### config.mk
export PLATFORM = sky130hd
export DESIGN_NAME = branch_target_unit
export DESIGN_NICKNAME = d
export VERILOG_FILES = /design/src/rtl/branch_target_unit.sv
export SDC_FILE = /design/constraint.sdc
export NUM_CORES = 2
export LEC_CHECK = 0
export ABC_CLOCK_PERIOD_IN_PS = 98400
export CAP_MARGIN = 25
export CORE_UTILIZATION = 27
export CTS_CLUSTER_DIAMETER = 200
export DETAILED_ROUTE_END_ITERATION = 8
export GPL_TIMING_DRIVEN = 0
export PLACE_DENSITY = 0.43
export SLEW_MARGIN = 10
export SYNTH_ARGS = -nofsm -noshare
export SYNTH_HDL_FRONTEND = slang
export SYNTH_SLANG_ARGS = --single-unit
### constraint.sdc
create_clock -name clk -period 98.4 [get_ports clk]
set_input_delay 14.76 -clock clk [delete_from_list [all_inputs] [get_ports clk]]
set_output_delay 14.76 -clock clk [all_outputs]
set_load 0.01 [all_outputs]
### src/rtl/branch_target_unit.sv
// Branch/jump target unit: computes B/J/JALR targets and holds a direct-mapped BTB with 2-bit counters.
// Lookup answers one cycle after f_valid; training and the mispredict redirect land on the edge ending r_valid.
module branch_target_unit #(
   parameter int XLEN        = 32,
   parameter int BTB_ENTRIES = 16
) (
   input  logic            clk,
   input  logic            Rst,
   input  logic            f_valid,
   input  logic [XLEN-1:0] f_pc,
   output logic            p_valid,
   output logic            p_hit,
   output logic            p_taken,
   output logic [XLEN-1:0] p_target,
   input  logic            r_valid,
   input  logic [XLEN-1:0] r_pc,
   input  logic [31:0]     r_ins,
   input  logic            r_comp,
   input  logic [XLEN-1:0] r_comp_imm,
   input  logic [XLEN-1:0] r_rs1,
   input  logic            r_jal,
   input  logic            r_jalr,
   input  logic            r_branch,
   input  logic            r_cond,
   input  logic            r_pred_taken,
   input  logic [XLEN-1:0] r_pred_target,
   input  logic            flush_btb,
   output logic [XLEN-1:0] r_target,
   output logic            redirect_valid,
   output logic [XLEN-1:0] redirect_pc
);
   localparam int IDX_W = $clog2(BTB_ENTRIES);
   localparam int TAG_W = XLEN - IDX_W - 1;

   logic             btb_valid  [BTB_ENTRIES];
   logic [TAG_W-1:0] btb_tag    [BTB_ENTRIES];
   logic [XLEN-1:0]  btb_target [BTB_ENTRIES];
   logic [1:0]       btb_ctr    [BTB_ENTRIES];

   logic [XLEN-1:0]  imm_b, imm_j, imm_i, off, sum, fall, step;
   logic             jalr_sel, is_ctrl, act_taken, mispredict;
   logic [IDX_W-1:0] r_idx, f_idx;
   logic [TAG_W-1:0] r_tag, f_tag;
   logic             r_hit, f_hit;

   assign imm_b = {{(XLEN-12){r_ins[31]}}, r_ins[7], r_ins[30:25], r_ins[11:8], 1'b0};
   assign imm_j = {{(XLEN-20){r_ins[31]}}, r_ins[19:12], r_ins[20], r_ins[30:21], 1'b0};
   assign imm_i = {{(XLEN-12){r_ins[31]}}, r_ins[31:20]};

   // JAL wins over JALR, which wins over a branch, when several class bits are set.
   always_comb begin
      off = imm_b;
      if (r_jal)
         off = imm_j;
      else if (r_jalr)
         off = imm_i;
      if (r_comp)
         off = r_comp_imm;
   end

   assign jalr_sel = r_jalr & ~r_jal;
   assign sum      = (jalr_sel ? r_rs1 : r_pc) + off;
   assign r_target = jalr_sel ? {sum[XLEN-1:1], 1'b0} : sum;
   assign step     = r_comp ? XLEN'(2) : XLEN'(4);
   assign fall     = r_pc + step;

   assign is_ctrl    = r_jal | r_jalr | r_branch;
   assign act_taken  = r_jal | r_jalr | (r_branch & r_cond);
   assign mispredict = r_valid & ((act_taken != r_pred_taken) |
                                  (act_taken & r_pred_taken & (r_target != r_pred_target)));

   assign r_idx = r_pc[IDX_W:1];
   assign r_tag = r_pc[XLEN-1:IDX_W+1];
   assign f_idx = f_pc[IDX_W:1];
   assign f_tag = f_pc[XLEN-1:IDX_W+1];
   assign r_hit = btb_valid[r_idx] && (btb_tag[r_idx] == r_tag);
   assign f_hit = btb_valid[f_idx] && (btb_tag[f_idx] == f_tag);

   always_ff @(posedge clk or posedge Rst) begin
      if (Rst) begin
         p_valid        <= 1'b0;
         p_hit          <= 1'b0;
         p_taken        <= 1'b0;
         p_target       <= '0;
         redirect_valid <= 1'b0;
         redirect_pc    <= '0;
      end else begin
         p_valid        <= f_valid;
         p_hit          <= f_valid & f_hit;
         p_taken        <= f_valid & f_hit & btb_ctr[f_idx][1];
         p_target       <= (f_valid & f_hit) ? btb_target[f_idx] : '0;
         redirect_valid <= mispredict;
         if (mispredict)
            redirect_pc <= act_taken ? r_target : fall;
      end
   end

   // Flush beats a same-cycle training write; non-control hits are killed to stop alias predictions.
   always_ff @(posedge clk or posedge Rst) begin
      if (Rst) begin
         for (int i = 0; i < BTB_ENTRIES; i++) begin
            btb_valid[i]  <= 1'b0;
            btb_tag[i]    <= '0;
            btb_target[i] <= '0;
            btb_ctr[i]    <= 2'd1;
         end
      end else if (flush_btb) begin
         for (int i = 0; i < BTB_ENTRIES; i++)
            btb_valid[i] <= 1'b0;
      end else if (r_valid) begin
         if (is_ctrl) begin
            btb_valid[r_idx]  <= 1'b1;
            btb_tag[r_idx]    <= r_tag;
            btb_target[r_idx] <= r_target;
            if (!r_hit)
               btb_ctr[r_idx] <= act_taken ? 2'd2 : 2'd1;
            else if (act_taken && btb_ctr[r_idx] != 2'd3)
               btb_ctr[r_idx] <= btb_ctr[r_idx] + 2'd1;
            else if (!act_taken && btb_ctr[r_idx] != 2'd0)
               btb_ctr[r_idx] <= btb_ctr[r_idx] - 2'd1;
         end else if (r_hit) begin
            btb_valid[r_idx] <= 1'b0;
         end
      end
   end
endmodule

==> impl_metrics.json <==
{
  "portBuffers": 285,
  "yosysMostFrequentCell": "dfrtp_1",
  "yosys_warnings": 0,
  "finalSetupViolCount": 0,
  "min_from": "btb_target[7]",
  "gp_congestion": 0.9045,
  "grtUsageMet2_pct": 38.98,
  "clock_path_buffers": 3,
  "ys_seq_elements": 1060,
  "hp-class": "flip-flop to flip-flop",
  "drt_iter0_markers": 4560,
  "fmax_ghz": 0.02659,
  "clock-sinks": 1060,
  "cp_data_required_time_ns": 83.64,
  "timing.final.max_slew_violations": 0,
  "grt_pass1_wl_um": 351700,
  "finalClockSkew_ns": 0.03326,
  "synth.distinct_cells": 78,
  "finalHoldViolations": 0,
  "syn_nets": 4813,
  "die_area_um2": 204400,
  "die_h_um": 452.1,
  "post-route-min-period_ns": 37.61,
  "synth_edf_count": 0,
  "dp_hpwl_um": 187700,
  "worst_pin_slew_ns": 1.243,
  "core-area_um2": 200500,
  "power_leakage_nw": 28.32,
  "htree_levels": 3,
  "ir_drop_uv": 14.80,
  "initial_core_util_pct": 27.29,
  "ctsResizeCount": 0,
  "cts_tree": "built",
  "cp-end-kind": "output pin",
  "crit_path_max_fanout": 10,
  "syn2layout_area_growth_pct": 21.72,
  "worstHoldPathCells": 2,
  "pre_cts_ws_ns": 60.86,
  "reg2reg_depth": 11,
  "cts_root_buf": "clkbuf_16",
  "synth_top_area_share_pct": 47.75,
  "post_cts_buffers": 0,
  "wl_um": 252800,
  "worstSkewPairLatency_ns": 0.77,
  "grtUsageMet3_pct": 4.444,
  "r2r_end": "btb_ctr[30]",
  "relSlewSlack_pct": 17.10,
  "syn_avg_cell_area_um2": 11.97,
  "io_pins": 303,
  "synthTopCellsByCount": "1044 x dfrtp_1, 743 x nand2_1, 668 x o21ai_0, 436 x mux4_2, 420 x mux2_2",
  "ys.flop_type": "dfrtp_1",
  "synthTopCellsByArea": "dfrtp_1 48%, mux4_2 18%, mux2_2 8.6%",
  "grt_max_degree": 111,
  "maxCapViolCount": 0,
  "path_class": "primary input to output pin",
  "viasPerCell": 5.453,
  "cts_buffers": 118,
  "r2r_slack_ns": 93.74,
  "busiest_layer": "met2",
  "ant_nets": 0,
  "grt_use_met1_pct": 33.55,
  "vias": 42760,
  "cts_hold_buf": 0,
  "r2r_start": "btb_tag[7]",
  "async_flop_share_pct": 100.0,
  "drcViolationCount": 0,
  "grt_pass1_vias": 42470,
  "clkTransAtPathRegs_ns": 0.06,
  "rows": 164,
  "yosysTopAreaCell": "dfrtp_1",
  "fin_crit_sh_pct": 38.22,
  "outcome": "finished clean",
  "post_synth_instance_area_um2": 54710,
  "antenna_found_initial": 33,
  "die_w_um": 452.1,
  "grt.overflow.total": 0,
  "fin_tns_setup_ns": 0,
  "syn_inst": 4572,
  "power_density_nw_per_um2": 21.88,
  "hold_end": "btb_target[7]",
  "rsz0062_at_grt": "no",
  "ys_seq_area_share_pct": 48.52,
  "drtPass1Iterations": 5,
  "critical_path_arrival_ns": 22.85,
  "wire_per_inst_um": 32.24,
  "start_kind": "primary input",
  "grt.total_usage_pct": 24.50,
  "drive_gt1_share_pct": 24.77,
  "fin_nets": 5314,
  "setup_slack_ns": 60.79
}
-- state kept, by name, indices dropped and copies added, names as in the netlist --
register and flops:
btb_target 512, p_target 32, p_hit 1, redirect_valid 1, p_taken 1, btb_ctr 32, btb_tag 432, btb_valid 16
p_valid 1, redirect_pc 32
-- cell type report --
| cell class | instances | area [um2] |
|---|---|---|
| fill | 20190 | 133900 |
| sequential | 1060 | 26550 |
| multi-input combinational | 3026 | 26390 |
| timing repair buffer | 381 | 4223 |
| clock buffer | 169 | 3447 |
| tap | 2656 | 3323 |
| buffer | 425 | 1769 |
| clock inverter | 50 | 628.1 |
| inverter | 61 | 236.5 |
| antenna | 13 | 32.53 |
-- power breakdown --
| group | leakage, nW | internal, W | switching [W] |
|---|---|---|---|
| combinational | 12.6 | 0.000176 | 0.000205 |
| clock | 2.00 | 0.000277 | 0.000199 |
| sequential | 13.7 | 0.000536 | 0.0000635 |
-- cells by family after synthesis --
family	count (synthesis)	share of synthesized area [%]
AOI/OAI and AO/OA	861	8.636
xor gates and xnor gates	137	2.326
adders and majority gates	38	0.8965
DFF	1060	48.52
muxes	910	27.58
buffers and inverters	486	3.561
and+or+nand+nor	1080	8.480
-- stage by stage --
| step | utilization, % | hold slack, ns | instance area (um2) | power [W] | instances |
|---|---|---|---|---|---|
| 2_1_floorplan | - | 0.4446 | 54710 | 0.0008150 | 4572 |
| 3_3_place_gp | 30.37 | 0.4562 | 60890 | 0.0009673 | 7513 |
| 3_5_place_dp | 31.12 | 0.4650 | 62390 | 0.0009847 | 7601 |
| 4_1_cts | 33.15 | 0.4791 | 66460 | 0.001461 | 7820 |
| 5_1_grt | 33.21 | 0.4890 | 66570 | 0.001520 | 7833 |
| 6_report | 33.22 | 0.4736 | 66590 | 0.001457 | 7841 |
-- worst max-delay path, stage by stage --
cell and delay (ns):
clkdlybuf4s50_1 0.58, buf_2 0.33, buf_4 0.36, buf_4 0.41, buf_4 0.40, buf_1 0.60, buf_1 0.64, mux2i_1 0.25
inv_1 0.11, ha_1 0.23, a211oi_1 0.77, nor3_1 0.33, o211ai_1 0.27, o211ai_1 0.30, a31oi_1 0.44, o21ai_0 0.23
xnor2_2 0.66, clkbuf_1 0.54, inv_1 0.09, clkdlybuf4s50_1 0.49
-- layout by cell type (no fill, tap or decap), types with 16 or more instances in the layout --
cell type / netlist / routed
a211oi_1: 16 / 16
a21oi_1: 61 / 61
a22oi_1: 26 / 26
and3_1: 40 / 40
buf_1: 53 / 37
buf_2: 21 / 37
buf_4: 12 / 20
buf_6: 7 / 48
buf_8: 0 / 35
clkbuf_1: 332 / 331
clkbuf_16: 0 / 120
clkbuf_2: 0 / 24
clkbuf_8: 0 / 26
clkdlybuf4s50_1: 0 / 285
clkinv_2: 0 / 23
dfrtp_1: 1044 / 1044
dfstp_2: 16 / 16
ha_1: 36 / 36
inv_1: 58 / 57
mux2_2: 420 / 420
mux2i_1: 54 / 54
mux4_2: 436 / 436
nand2_1: 743 / 743
nand3_1: 74 / 74
nand3b_1: 26 / 26
nand4_1: 27 / 27
nor2_1: 90 / 90
nor3_1: 18 / 17
o211ai_1: 18 / 18
o21ai_0: 668 / 668
xnor2_1: 97 / 84
xor2_1: 35 / 30
-- how the worst max path moves through the flow --
stage / from / endpoint / slack (ns) / depth (start not counted)
after CTS: r_pc[1] / r_target[27] / 60.83 / 20
after detailed placement: r_pc[1] / r_target[27] / 60.86 / 20
after global placement: Rst / redirect_pc[26] / 38.86 / 2
final: r_pc[1] / r_target[27] / 60.79 / 20
after floorplan: Rst / btb_ctr[11] / 53.83 / 1
after global routing: r_pc[1] / r_target[27] / 60.46 / 20
-- per-layer routing --
| metal | up-vias | wire [um] |
|---|---|---|
| met3 | 390 | 17890 |
| met5 | - | 44 |
| met1 | 22890 | 108000 |
| met4 | 6 | 9209 |
| li1 | 17670 | - |
| met2 | 1799 | 117700 |
(Power assumes the default switching activity.)
